===== config.mk =====
export PLATFORM = sky130hd
export DESIGN_NAME = hit_gate_seq
export DESIGN_NICKNAME = d
export VERILOG_FILES = /design/src/rtl/hit_gate_seq_pkg.sv /design/src/rtl/hit_gate_seq_regs.sv /design/src/rtl/hit_gate_seq.sv
export SDC_FILE = /design/constraint.sdc
export NUM_CORES = 1
export LEC_CHECK = 0
export BUFFER_PORTS_ARGS = -buffer_cell sky130_fd_sc_hd__buf_2
export CORE_ASPECT_RATIO = 1.25
export CORE_MARGIN = 4
export CORE_UTILIZATION = 38
export CTS_CLUSTER_SIZE = 40
export DETAILED_ROUTE_END_ITERATION = 16
export MAX_ROUTING_LAYER = met4
export PLACE_DENSITY = 0.65
export SYNTH_ARGS = -nofsm -noshare
export SYNTH_HDL_FRONTEND = slang
export SYNTH_SLANG_ARGS = --single-unit

===== constraint.sdc =====
create_clock -name BUS_CLK -period 10.1 [get_ports BUS_CLK]
set_clock_uncertainty 0.2 [all_clocks]
set_input_delay 1.515 -clock BUS_CLK [delete_from_list [all_inputs] [get_ports BUS_CLK]]
set_output_delay 1.515 -clock BUS_CLK [all_outputs]
set_load 0.005 [all_outputs]

===== src/rtl/hit_gate_seq_pkg.sv =====
// Shared types and register map constants for the hit-clock gate sequencer.
// Field addresses are derived from the counter byte width so CNT_WIDTH can change freely.
package hit_gate_seq_pkg;

    typedef enum logic [1:0] {
        ST_IDLE     = 2'd0,
        ST_WAIT_RDY = 2'd1,
        ST_DELAY    = 2'd2,
        ST_GATE     = 2'd3
    } state_t;

    localparam int ADDR_VERSION = 0;
    localparam int ADDR_CTRL    = 1;
    localparam int ADDR_STATUS  = 2;
    localparam int ADDR_CH_EN   = 3;
    localparam int ADDR_FIELDS  = 4;

    localparam int FIELD_DELAY    = 0;
    localparam int FIELD_WIDTH    = 1;
    localparam int FIELD_REPEAT   = 2;
    localparam int FIELD_DONE_CNT = 3;

    localparam int CTRL_START      = 0;
    localparam int CTRL_RESET_HIT  = 1;
    localparam int CTRL_MODE       = 2;
    localparam int CTRL_WAIT_READY = 3;
    localparam int CTRL_STOP       = 4;

    localparam int STAT_BUSY  = 0;
    localparam int STAT_DONE  = 1;
    localparam int STAT_READY = 2;

    // Byte address of one byte of a multi-byte field; fields are packed back to back.
    function automatic int field_addr(input int field, input int nbytes, input int byte_idx);
        return ADDR_FIELDS + field * nbytes + byte_idx;
    endfunction

endpackage


===== src/rtl/hit_gate_seq_regs.sv =====
// Byte-wide register file for the gate sequencer: control/config registers,
// run-time shadow copies captured on START, and the registered readback mux.
module hit_gate_seq_regs
    import hit_gate_seq_pkg::*;
#(
    parameter int ABUSWIDTH = 16,
    parameter int CHANNELS  = 4,
    parameter int CNT_WIDTH = 16,
    parameter int VERSION   = 1
) (
    input  logic                 clk,
    input  logic                 rst_n,
    input  logic                 rd,
    input  logic                 wr,
    input  logic [ABUSWIDTH-1:0] add,
    input  logic [7:0]           data_in,
    output logic [7:0]           data_out,
    input  logic                 busy,
    input  logic                 done,
    input  logic                 ready_sync,
    input  logic [CNT_WIDTH-1:0] done_cnt,
    input  logic                 start_acc,
    output logic                 start_req,
    output logic                 stop_req,
    output logic                 done_clr,
    output logic                 start_wait_ready,
    output logic                 reset_hit,
    output logic [CHANNELS-1:0]  sh_ch_en,
    output logic [CNT_WIDTH-1:0] sh_delay,
    output logic [CNT_WIDTH-1:0] sh_width,
    output logic [CNT_WIDTH-1:0] sh_repeat,
    output logic                 sh_mode,
    output logic                 sh_wait_ready
);

    localparam int K = CNT_WIDTH / 8;

    logic                 ctrl_mode;
    logic                 ctrl_wait_ready;
    logic [CHANNELS-1:0]  ch_en;
    logic [CNT_WIDTH-1:0] delay;
    logic [CNT_WIDTH-1:0] width;
    logic [CNT_WIDTH-1:0] repeat_cnt;
    logic [7:0]           rd_data;
    logic                 ctrl_wr;

    assign ctrl_wr          = wr && (add == ABUSWIDTH'(ADDR_CTRL));
    assign start_req        = ctrl_wr && data_in[CTRL_START];
    assign stop_req         = ctrl_wr && data_in[CTRL_STOP];
    assign start_wait_ready = data_in[CTRL_WAIT_READY];
    assign done_clr         = wr && (add == ABUSWIDTH'(ADDR_STATUS));

    always_ff @(posedge clk) begin
        if (!rst_n) begin
            reset_hit       <= 1'b0;
            ctrl_mode       <= 1'b0;
            ctrl_wait_ready <= 1'b0;
            ch_en           <= '0;
            delay           <= '0;
            width           <= '0;
            repeat_cnt      <= '0;
            sh_ch_en        <= '0;
            sh_delay        <= '0;
            sh_width        <= '0;
            sh_repeat       <= '0;
            sh_mode         <= 1'b0;
            sh_wait_ready   <= 1'b0;
            data_out        <= '0;
        end else begin
            if (ctrl_wr) begin
                reset_hit       <= data_in[CTRL_RESET_HIT];
                ctrl_mode       <= data_in[CTRL_MODE];
                ctrl_wait_ready <= data_in[CTRL_WAIT_READY];
            end
            if (wr && (add == ABUSWIDTH'(ADDR_CH_EN)))
                ch_en <= data_in[CHANNELS-1:0];
            for (int i = 0; i < K; i++) begin
                if (wr && (add == ABUSWIDTH'(field_addr(FIELD_DELAY, K, i))))
                    delay[8*i +: 8] <= data_in;
                if (wr && (add == ABUSWIDTH'(field_addr(FIELD_WIDTH, K, i))))
                    width[8*i +: 8] <= data_in;
                if (wr && (add == ABUSWIDTH'(field_addr(FIELD_REPEAT, K, i))))
                    repeat_cnt[8*i +: 8] <= data_in;
            end
            // START arrives in the CTRL write itself, so mode bits come from the bus, not the register.
            if (start_acc) begin
                sh_ch_en      <= ch_en;
                sh_delay      <= delay;
                sh_width      <= width;
                sh_repeat     <= repeat_cnt;
                sh_mode       <= data_in[CTRL_MODE];
                sh_wait_ready <= data_in[CTRL_WAIT_READY];
            end
            if (rd)
                data_out <= rd_data;
        end
    end

    always_comb begin
        rd_data = '0;
        if (add == ABUSWIDTH'(ADDR_VERSION))
            rd_data = 8'(VERSION);
        if (add == ABUSWIDTH'(ADDR_CTRL)) begin
            rd_data[CTRL_RESET_HIT]  = reset_hit;
            rd_data[CTRL_MODE]       = ctrl_mode;
            rd_data[CTRL_WAIT_READY] = ctrl_wait_ready;
        end
        if (add == ABUSWIDTH'(ADDR_STATUS)) begin
            rd_data[STAT_BUSY]  = busy;
            rd_data[STAT_DONE]  = done;
            rd_data[STAT_READY] = ready_sync;
        end
        if (add == ABUSWIDTH'(ADDR_CH_EN))
            rd_data[CHANNELS-1:0] = ch_en;
        for (int i = 0; i < K; i++) begin
            if (add == ABUSWIDTH'(field_addr(FIELD_DELAY, K, i)))
                rd_data = delay[8*i +: 8];
            if (add == ABUSWIDTH'(field_addr(FIELD_WIDTH, K, i)))
                rd_data = width[8*i +: 8];
            if (add == ABUSWIDTH'(field_addr(FIELD_REPEAT, K, i)))
                rd_data = repeat_cnt[8*i +: 8];
            if (add == ABUSWIDTH'(field_addr(FIELD_DONE_CNT, K, i)))
                rd_data = done_cnt[8*i +: 8];
        end
    end

endmodule


===== src/rtl/hit_gate_seq.sv =====
// Bus-mapped hit-clock gate sequencer: bursts of CLK_HIT_GATE after a programmable
// delay, optionally waiting for READY_HIT before each burst.
module hit_gate_seq
    import hit_gate_seq_pkg::*;
#(
    parameter int ABUSWIDTH = 16,
    parameter int CHANNELS  = 4,
    parameter int CNT_WIDTH = 16,
    parameter int VERSION   = 1
) (
    input  logic                 BUS_CLK,
    input  logic                 BUS_RST_N,
    input  logic                 IP_RD,
    input  logic                 IP_WR,
    input  logic [ABUSWIDTH-1:0] IP_ADD,
    input  logic [7:0]           IP_DATA_IN,
    output logic [7:0]           IP_DATA_OUT,
    input  logic                 READY_HIT,
    output logic [CHANNELS-1:0]  CLK_HIT_GATE,
    output logic                 RESET_HIT,
    output logic                 BUSY
);

    localparam logic [CNT_WIDTH-1:0] ONE = CNT_WIDTH'(1);

    state_t               state;
    state_t               state_nx;
    logic                 ready_meta;
    logic                 ready_sync;
    logic [CNT_WIDTH-1:0] dcnt;
    logic [CNT_WIDTH-1:0] wcnt;
    logic [CNT_WIDTH-1:0] done_cnt;
    logic                 done;

    logic                 start_req;
    logic                 stop_req;
    logic                 done_clr;
    logic                 start_wait_ready;
    logic                 start_acc;
    logic [CHANNELS-1:0]  sh_ch_en;
    logic [CNT_WIDTH-1:0] sh_delay;
    logic [CNT_WIDTH-1:0] sh_width;
    logic [CNT_WIDTH-1:0] sh_repeat;
    logic                 sh_mode;
    logic                 sh_wait_ready;

    logic [CNT_WIDTH-1:0] width_eff;
    logic [CNT_WIDTH-1:0] repeat_eff;
    logic [CNT_WIDTH-1:0] done_cnt_inc;
    logic                 delay_last;
    logic                 gate_last;
    logic                 end_of_gate;
    logic                 run_over;

    hit_gate_seq_regs #(
        .ABUSWIDTH (ABUSWIDTH),
        .CHANNELS  (CHANNELS),
        .CNT_WIDTH (CNT_WIDTH),
        .VERSION   (VERSION)
    ) u_regs (
        .clk              (BUS_CLK),
        .rst_n            (BUS_RST_N),
        .rd               (IP_RD),
        .wr               (IP_WR),
        .add              (IP_ADD),
        .data_in          (IP_DATA_IN),
        .data_out         (IP_DATA_OUT),
        .busy             (BUSY),
        .done             (done),
        .ready_sync       (ready_sync),
        .done_cnt         (done_cnt),
        .start_acc        (start_acc),
        .start_req        (start_req),
        .stop_req         (stop_req),
        .done_clr         (done_clr),
        .start_wait_ready (start_wait_ready),
        .reset_hit        (RESET_HIT),
        .sh_ch_en         (sh_ch_en),
        .sh_delay         (sh_delay),
        .sh_width         (sh_width),
        .sh_repeat        (sh_repeat),
        .sh_mode          (sh_mode),
        .sh_wait_ready    (sh_wait_ready)
    );

    assign start_acc    = start_req && !stop_req && (state == ST_IDLE);
    assign width_eff    = (sh_width == '0) ? ONE : sh_width;
    assign repeat_eff   = (sh_repeat == '0) ? ONE : sh_repeat;
    assign done_cnt_inc = (&done_cnt) ? done_cnt : done_cnt + ONE;
    assign delay_last   = (dcnt >= sh_delay);
    assign gate_last    = (wcnt >= width_eff);
    assign end_of_gate  = (state == ST_GATE) && gate_last;
    assign run_over     = !sh_mode && (done_cnt_inc >= repeat_eff);

    always_ff @(posedge BUS_CLK) begin
        if (!BUS_RST_N)
            state <= ST_IDLE;
        else
            state <= state_nx;
    end

    // From IDLE the START cycle itself counts as one delay cycle; later bursts
    // re-enter the delay phase already one cycle in, so the period is DELAY+WIDTH.
    always_comb begin
        state_nx = state;
        case (state)
            ST_IDLE:
                if (start_acc)
                    state_nx = start_wait_ready ? ST_WAIT_RDY : ST_DELAY;
            ST_WAIT_RDY:
                if (ready_sync)
                    state_nx = (sh_delay == '0) ? ST_GATE : ST_DELAY;
            ST_DELAY:
                if (delay_last)
                    state_nx = ST_GATE;
            ST_GATE:
                if (gate_last) begin
                    if (run_over)
                        state_nx = ST_IDLE;
                    else if (sh_wait_ready)
                        state_nx = ST_WAIT_RDY;
                    else if (sh_delay == '0)
                        state_nx = ST_GATE;
                    else
                        state_nx = ST_DELAY;
                end
            default:
                state_nx = ST_IDLE;
        endcase
        if (stop_req)
            state_nx = ST_IDLE;
    end

    always_comb begin
        CLK_HIT_GATE = '0;
        BUSY         = 1'b0;
        if (state == ST_GATE)
            CLK_HIT_GATE = sh_ch_en;
        if (state != ST_IDLE)
            BUSY = 1'b1;
    end

    always_ff @(posedge BUS_CLK) begin
        if (!BUS_RST_N) begin
            ready_meta <= 1'b0;
            ready_sync <= 1'b0;
            dcnt       <= '0;
            wcnt       <= '0;
            done_cnt   <= '0;
            done       <= 1'b0;
        end else begin
            ready_meta <= READY_HIT;
            ready_sync <= ready_meta;
            if (state_nx == ST_DELAY)
                dcnt <= (state == ST_DELAY) ? dcnt + ONE : ((state == ST_IDLE) ? '0 : ONE);
            if (state_nx == ST_GATE)
                wcnt <= ((state == ST_GATE) && !gate_last) ? wcnt + ONE : ONE;
            if (start_acc) begin
                done_cnt <= '0;
                done     <= 1'b0;
            end else begin
                if (end_of_gate)
                    done_cnt <= done_cnt_inc;
                if (end_of_gate && run_over && !stop_req)
                    done <= 1'b1;
                else if (done_clr)
                    done <= 1'b0;
            end
        end
    end

endmodule


==> metrics.txt, run 1 <==
most frequent cells in the layout=225 x nand2_1, 170 x dfxtp_1, 141 x a21oi_1; r2r startpoint=done_cnt[0]; min Tclk post-route=5260 ps; Worst EP arrival=5340 ps; RR Endpoint=dcnt[5]; flops & latches, synth=170; gr usage total=20.0%; total of max-cap violations=0; NetSw=0.000333 W; Synth top area share=37.0%; WP data required=10190 ps; first-pass GRT wire length=42.3 mm; Post-synth EDFFs=0; Crit. End Element=flip-flop; share of cells above drive strength 1=9.18%; CP Buf/Inv Count=0; IO Pins=43; final hold vios=0; top cell family by delay on the critical path=compound AO/OA/AOI/OAI gates; hold depth=2; largest cells by area after synthesis=dfxtp_1 37%, nand2_1 9.2%, a21oi_1 7.7%; period utilization=52.0%; R2R depth=15; Post-CTS Resized=0; CTS tree=built; hpwl dp=19.1 mm; Layout area overhead=10.4%; register area=3400 µm²; initial antenna violation count=0; commonest non-fill, non-tap cell in the layout=nand2_1; Worst Tran Pin Value=1020 ps; post-synth cell types=68; R2R setup slack=4840 ps; max-slew violations=0; Post-synth top flop=dfxtp_1; worst-path cell chain=ha_1 > nand4_1 > or3_1 > nor3_2 > or3_1 > nor2_1 > xnor2_1 > ha_1 > and3_1 > and3_1 > a31oi_1 > a31oi_1 > o211ai_2 > o31ai_2 > a21oi_1; die area=26800 µm²; IR drop worst, VDD=133 µV; Clk network pwr share=48.0%; diode count=0; Clock Pin Slew Worst Setup and Hold Paths=70 ps; routed vias/inst=5.55; status=complete, no violations; Hold Crit Endpoint=u_regs.sh_ch_en[2]; First-pass DRT Iterations=5; Sink Count=170; PortBufs=42; Setup WS post-layout=4840 ps; area occupied by multi-input gates=5260 µm²; Antenna Nets Post-Route=0; Post-synth ARST share=0%; Avg Inst Size Synth=7.81 µm²; vias in the first global route=8001; Net Sw Frac=24.2%; P_int=0.00104 W; leading area contributor after synthesis=dfxtp_1; Seq/Total Area, Yosys=37.0%; TritonCTS Buffers=17; Initial Util=38.6%; die height=182 µm; setup tns final=0 ps; drt total wl=26.3 mm; core area=23800 µm²; part of the power in combinational logic=3.1%; number of H-tree levels=4; CTS Root Cell=clkbuf_16; Worst Hold Class=flip-flop to flip-flop; Warnings, synthesis=0; drt wl/cell=17.4 µm; vias=8398; largest net degree at the start of global routing=79; GP Congestion=0.929; Placement Setup Slack=4530 ps; Clock Latency Late Sink=430 ps; GRT overflow=0; RSZ-0062 raised after global routing=no; critical path type=flip-flop to flip-flop; CP peak stage delay=840 ps; design area=10200 µm²; relative slew slack=32.1%; CTS Buffer Depth=2; fmax=0.190 GHz; synthesized net count=1258; Post-Syn Area=9200 µm²; Mapped Cells=1178; P per Cell Area=135 nW/µm²; Static Leak=3.60 nW; hold slack=247 ps; Die X=147 µm; FILL cells=2482; sequential power share=48.9%; final setup fails=0; nets=1254; FP Rows=63; hold_sp=u_regs.sh_ch_en[2]; post-layout util=42.6%; CP max FO=28; Hold Buf Count CTS=0; Post-CTS Setup Repair Bufs=0; CP max-delay cell=o31ai_2; Starting DRT DRC Count=706; Setup crit start kind=flip-flop; detailed-route DRC error count=0; placed inst area=9560 µm²
==> Yosys cell counts (11+ instances only) <==
master and number:
or4_1 16, nor3_1 17, nand3_1 52, nor2_1 78
clkbuf_1 51, a21oi_1 141, nor4_1 12, mux2i_1 29
ha_1 51, buf_2 14, o31ai_1 15, nand2_1 225
o211ai_1 11, o21ai_0 24, dfxtp_1 170, inv_1 59
and3_1 15, nand4_1 13
==> registers in the layout (all words and copies together), names as in the netlist, 8 cells and up <==
name and cells:
u_regs.width 16, u_regs.sh_width 16, u_regs.sh_delay 16, u_regs.delay 16, wcnt 16, done_cnt 16
u_regs.repeat_cnt 16, u_regs.sh_repeat 16, u_regs.data_out 8, dcnt 16
==> metal layers <==
metal,share of wire (%),global-route usage [%],vias to the layer above,routed length (µm)
li1,-,-,4179,-
met1,41,23.4,3929,10900
met2,50,33.8,230,13200
met3,4.1,3.22,60,1070
met4,4.5,9.18,0,1190
met5,0,-,-,0
==> power groups by stage <==
| stage | logic [W] | clock network, W | registers (W) |
|---|---|---|---|
| floorplan | 0.0000239 | 0 | 0.000688 |
| global placement | 0.0000421 | 0 | 0.000688 |
| detailed placement | 0.0000420 | 0 | 0.000688 |
| finish | 0.0000423 | 0.000660 | 0.000673 |
| global route | 0.0000452 | 0.000698 | 0.000673 |
| CTS | 0.0000421 | 0.000668 | 0.000673 |
==> kinds of logic (layout without fill, tap and decap cells) <==
kind of cell / after synthesis / count (layout) / synth area share (%)
mux: 36 / 36 / 4.01
xor+xnor: 14 / 14 / 1.33
simple gates: 493 / 493 / 25.6
fa+ha+maj: 51 / 51 / 6.94
flops: 170 / 170 / 37.0
compound gates: 281 / 281 / 19.3
buf+inv: 133 / 142 / 5.84
==> layout make-up <==
class / instances / share of cell area [%]
multi-input cells: 875 / 51.8
well taps: 325 / 4.01
clock inverters: 13 / 1.27
clock buffers: 19 / 4.46
inverters: 60 / 2.23
repair buffers: 50 / 2.66
flip-flops and latches: 170 / 33.5
==> worst register-to-register path, cell delays in order, from the launching register on <==
cell and delay, ps:
dfxtp_1 460, ha_1 240, nand4_1 180, or3_1 440, nor3_2 490, or3_1 320
nor2_1 80, xnor2_1 130, ha_1 270, and3_1 180, and3_1 160, a31oi_1 140
a31oi_1 400, o211ai_2 490, o31ai_2 850, a21oi_1 80
==> worst max-delay path by stage <==
stage	from	end	slack (ps)	depth (start not counted)
after floorplan	done_cnt[5]	dcnt[12]	5980	17
after CTS	done_cnt[0]	dcnt[8]	4510	15
after global routing	done_cnt[0]	dcnt[12]	4410	14
final	done_cnt[0]	dcnt[5]	4840	15
after detailed placement	done_cnt[0]	dcnt[9]	4530	15
after global placement	done_cnt[0]	dcnt[9]	4640	15
==> metrics by stage <==
step	cells	total power, W
after detailed placement	1480	0.000730
after CTS	1512	0.00138
after floorplan	1178	0.000712
final	1512	0.00138
after global routing	1512	0.00142
after global placement	1480	0.000730
(Power assumes the default switching activity.)
==> run 2: changes to the inputs <==
==> constraint.sdc (replaced) <==
create_clock -name BUS_CLK -period 5.25 [get_ports BUS_CLK]
set_clock_uncertainty 0.2 [all_clocks]
set_input_delay 0.7875 -clock BUS_CLK [delete_from_list [all_inputs] [get_ports BUS_CLK]]
set_output_delay 0.7875 -clock BUS_CLK [all_outputs]
set_load 0.005 [all_outputs]
==> metrics.txt, run 2 (same netlist as run 1, synthesis figures left out) <==
status=complete, no violations; core area=23800 µm² (unchanged); share of cells above drive strength 1=9.09% (-0.092 points); vias in the first global route=7984 (-0.21%); first-pass GRT wire length=42.1 mm (-0.49%); Post-CTS Setup Repair Bufs=0 (unchanged); Starting DRT DRC Count=673 (-4.7%); Worst Hold Class=flip-flop to flip-flop; diode count=0 (unchanged); routed vias/inst=5.56 (+0.17%); GRT overflow=0 (unchanged); die area=26800 µm² (unchanged); FP Rows=63 (unchanged); First-pass DRT Iterations=9 (+4); hpwl dp=19.2 mm (+0.54%); min Tclk post-route=4870 ps (-391 ps); Die X=147 µm (unchanged); initial antenna violation count=0 (unchanged); period utilization=92.7% (+41 points); drt wl/cell=17.5 µm (+0.54%); IO Pins=43 (unchanged); Total Power=0.00270 W (+96%); hold slack=240 ps (-7.05 ps); final hold vios=0 (unchanged); detailed-route DRC error count=0 (unchanged); post-route insts no fill=1513 (+0.066%); Cells after DPL=1481 (+0.068%); Clock Pin Slew Worst Setup and Hold Paths=60 ps (about the same); setup tns final=0 ps (unchanged); relative slew slack=23.0% (-9.1 points); commonest non-fill, non-tap cell in the layout=nand2_1; nets=1255 (+0.080%); total of max-cap violations=0 (unchanged); CTS tree=built; Setup crit start kind=flip-flop; Sink Count=170 (unchanged); vias=8418 (+0.24%); gr usage total=20.0% (-0.020 points); die height=182 µm (unchanged); max-slew violations=0 (unchanged); final setup fails=0 (unchanged); largest net degree at the start of global routing=109 (+38%); Crit. End Element=flip-flop; drt total wl=26.5 mm (+0.60%); WP data required=5410 ps (-4780 ps); Setup WS post-layout=385 ps (-4460 ps); Antenna Nets Post-Route=0 (unchanged); Placement Setup Slack=320 ps (-4210 ps); Layout area overhead=10.9%; critical path type=flip-flop to flip-flop; fmax=0.206 GHz (+8.0%); Worst Tran Pin Value=1150 ps (+139 ps); Static Leak=3.61 nW (+0.29%); Initial Util=38.6% (unchanged); IR drop worst, VDD=195 µV (+46%); Hold Buf Count CTS=0 (unchanged); RSZ-0062 raised after global routing=no; CTS Buffer Depth=2 (unchanged); Clock Latency Late Sink=430 ps (about the same); PortBufs=42 (unchanged); TritonCTS Buffers=17 (unchanged); GP Congestion=0.911 (-2.0%); CP max FO=28 (unchanged); P per Cell Area=265 nW/µm² (+96%); CTS Root Cell=clkbuf_16; Worst EP arrival=5020 ps (-320 ps); number of H-tree levels=4 (unchanged); Post-CTS Resized=0 (unchanged); most frequent cells in the layout=225 x nand2_1, 170 x dfxtp_1, 141 x a21oi_1
## run 2: cell types whose count changed in the layout (fill, tap and decap cells not counted)
cell        delta
buf_4          +1
bufinv_16      +2
clkbuf_1       +1
clkinvlp_4     +1
inv_6          -4
o211ai_2       -1
o211ai_4       +1
o31ai_1        +1
o31ai_2        -1
## run 2: worst paths after layout
kind                            slack [ps]  depth (start not counted)   startpoint    endpoint
worst max-delay path                   380                         15  done_cnt[0]    dcnt[13]
worst min-delay path                   240                          1   ready_meta  ready_sync
worst max register to register         380                         15  done_cnt[0]    dcnt[13]
worst min register to register         240                          1   ready_meta  ready_sync
## run 2: layer usage
layer | vias to the layer above | GRT usage (%) | wire length, µm
met4 | 0 | 8.95 | 1090
li1 | 4157 | - | -
met5 | - | - | 0
met2 | 211 | 34.6 | 13500
met3 | 58 | 2.70 | 990
met1 | 3992 | 23.0 | 10900
## run 2: report_power, final
part / switching [W] / leakage [nW] / internal [W]
combinational: 0.0000602 / 1.94 / 0.0000213
sequential: 0.00000201 / 1.37 / 0.00129
clock: 0.000544 / 0.299 / 0.000782
## run 2: final cells by class
cell class                      count  area (µm²)
Inverter                           60         226
Sequential cell                   170        3400
Timing Repair Buffer               51         278
Clock inverter                     12         161
Fill cell                        2423       13600
Tap cell                          325         407
Clock buffer                       20         457
Multi-Input combinational cell    875        5270
## run 2: per-stage QoR
| stage | util (%) | instance area (µm²) |
|---|---|---|
| 5_1_grt | 42.8 | 10200 |
| 6_report | 42.8 | 10200 |
| 2_1_floorplan | - | 9200 |
| 3_5_place_dp | 40.2 | 9570 |
| 3_3_place_gp | 40.2 | 9570 |
| 4_1_cts | 42.8 | 10200 |
## run 2: critical path, stage by stage (launching register included)
cell and delay (ps):
dfxtp_1 450, ha_1 240, nand4_1 170, or3_1 430
nor3_2 440, or3_1 300, nor2_1 80, xnor2_1 130
ha_1 270, and3_1 180, and3_1 170, a31oi_1 100
a31oi_1 550, o211ai_4 340, or4_1 580, a21oi_1 150
==> run 3: changes to the inputs <==
--- a/config.mk
+++ b/config.mk
@@ -11,8 +11,9 @@
 export CORE_UTILIZATION = 38
 export CTS_CLUSTER_SIZE = 40
 export DETAILED_ROUTE_END_ITERATION = 16
+export GPL_TIMING_DRIVEN = 0
 export MAX_ROUTING_LAYER = met4
-export PLACE_DENSITY = 0.65
+export PLACE_DENSITY = 0.55
 export SYNTH_ARGS = -nofsm -noshare
 export SYNTH_HDL_FRONTEND = slang
 export SYNTH_SLANG_ARGS = --single-unit
==> metrics.txt, run 3 (same netlist as run 1, synthesis figures left out) <==
Total Power=0.00273 W (+1.0%); min Tclk post-route=4990 ps (+120 ps); diode count=0 (unchanged); Clock Latency Late Sink=440 ps (about the same); design area=10400 µm² (+2.0%); FILL cells=2550 (+5.2%); TritonCTS Buffers=17 (unchanged); CTS tree=built; P per Cell Area=263 nW/µm² (-0.89%); WP data required=5330 ps (-80 ps); core area=23800 µm² (unchanged); relative slew slack=38.9% (+16 points); Worst EP arrival=5060 ps (+40 ps); fmax=0.201 GHz (-2.4%); part of the power in combinational logic=3.3% (+0.3 points); GRT overflow=0 (unchanged); Sink Count=170 (unchanged); commonest non-fill, non-tap cell in the layout=nand2_1; Clock Pin Slew Worst Setup and Hold Paths=70 ps (about the same); nets=1309 (+4.3%); initial antenna violation count=0 (unchanged); Clk network pwr share=49.3% (+0.2 points); die height=182 µm (unchanged); detailed-route DRC error count=0 (unchanged); CTS Buffer Depth=2 (unchanged); period utilization=95.0% (+2.3 points); die area=26800 µm² (unchanged); largest net degree at the start of global routing=17 (-84%); final hold vios=0 (unchanged); Setup crit start kind=flip-flop; Static Leak=3.70 nW (+2.6%); Hold Buf Count CTS=0 (unchanged); vias in the first global route=8175 (+2.4%); drt wl/cell=19.0 µm (+8.6%); max-slew violations=0 (unchanged); sequential power share=47.4% (-0.5 points); FP Rows=63 (unchanged); Starting DRT DRC Count=675 (+0.30%); Worst Hold Class=flip-flop to flip-flop; critical path type=flip-flop to flip-flop; status=complete, no violations; drt total wl=29.8 mm (+13%); Net Sw Frac=23.9% (+1.4 points); Initial Util=38.6% (unchanged); first-pass GRT wire length=46.6 mm (+11%); total of max-cap violations=0 (unchanged); P_int=0.00208 W (-0.82%); number of H-tree levels=4 (unchanged); Crit. End Element=flip-flop; placed inst area=9770 µm² (+2.1%); Layout area overhead=13.1%; PortBufs=33 (-21%); share of cells above drive strength 1=8.78% (-0.31 points); CP max FO=10 (-64%); Antenna Nets Post-Route=0 (unchanged); final setup fails=0 (unchanged); routed vias/inst=5.50 (-1.2%); IR drop worst, VDD=219 µV (+13%); hpwl dp=22.8 mm (+18%); Die X=147 µm (unchanged); GP Congestion=0.948 (+4.0%); CTS Root Cell=clkbuf_16; IO Pins=43 (unchanged); RSZ-0062 raised after global routing=no; gr usage total=22.9% (+2.9 points); Worst Tran Pin Value=916 ps (-239 ps); NetSw=0.000651 W (+7.5%); vias=8613 (+2.3%); First-pass DRT Iterations=6 (-3); most frequent cells in the layout=225 x nand2_1, 170 x dfxtp_1, 141 x a21oi_1
run 3: changes by cell type in the layout (fill, tap and decap cells not counted), moves of 2 or more:
cell,change
buf_1,+3
buf_2,+5
buf_4,-5
clkbuf_1,+49
clkbuf_8,-2
clkinv_2,-2
inv_8,+2
run 3: worst paths after layout:
path	from	endpoint	slack (ps)	cells after the start
max reg2reg	done_cnt[1]	wcnt[10]	260	15
min reg2reg	u_regs.sh_ch_en[3]	u_regs.sh_ch_en[3]	250	2
min	u_regs.sh_ch_en[3]	u_regs.sh_ch_en[3]	250	2
max	done_cnt[1]	wcnt[10]	260	15
run 3: repair_timing:
action | 4_1_cts | 5_1_grt
pin swaps | 1 | 0
resized for setup | 0 | 2
buffers inserted | 1 | 0
endpoints found under the setup margin | 11 | 27
run 3: metrics by stage:
stage,hold WS (ps),utilization [%],setup WS (ps),instances,setup TNS [ps]
2_1_floorplan,212,-,1130,1178,0
6_report,247,43.7,265,1567,0
5_1_grt,261,43.7,9.83,1567,0
4_1_cts,253,43.7,97.0,1569,0
3_3_place_gp,220,41.0,-22.0,1536,-37.9
3_5_place_dp,232,41.0,-40.3,1536,-254
run 3: worst max-delay path, stage by stage (launching register included):
cell	delay, ps
dfxtp_1	520
ha_1	260
nand4_1	180
or3_1	450
nor3_4	360
nor2_1	100
xor2_1	250
ha_1	290
a2111oi_0	360
o21ai_0	180
a31oi_1	400
a31oi_1	240
o211a_1	380
a21oi_4	280
buf_4	240
o22ai_1	100
run 3: per-layer routing:
metal | GRT usage [%] | part of all wire, % | vias up
li1 | - | - | 4285
met1 | 26.9 | 42 | 4074
met2 | 39.7 | 51 | 208
met3 | 3.49 | 4.0 | 46
met4 | 8.21 | 3.3 | 0
met5 | - | 0 | -
run 3: cell type report:
type                    count  area (µm²)  area share, %
inverters                  60         225           2.17
flip-flops and latches    170        3400           32.7
multi-input cells         875        5270           50.7
well taps                 325         407           3.91
plain buffers              71         304           2.92
clock buffers              18         429           4.13
repair buffers             34         173           1.66
clock inverters            14         186           1.79
run 3: power by group through the flow:
stage / Combinational, W / Sequential (W) / Clock (W)
floorplan: 0.0000460 / 0.00132 / 0
global placement: 0.0000896 / 0.00132 / 0
detailed placement: 0.0000889 / 0.00132 / 0
CTS: 0.0000891 / 0.00129 / 0.00137
global route: 0.0000968 / 0.00129 / 0.00143
finish: 0.0000899 / 0.00129 / 0.00135
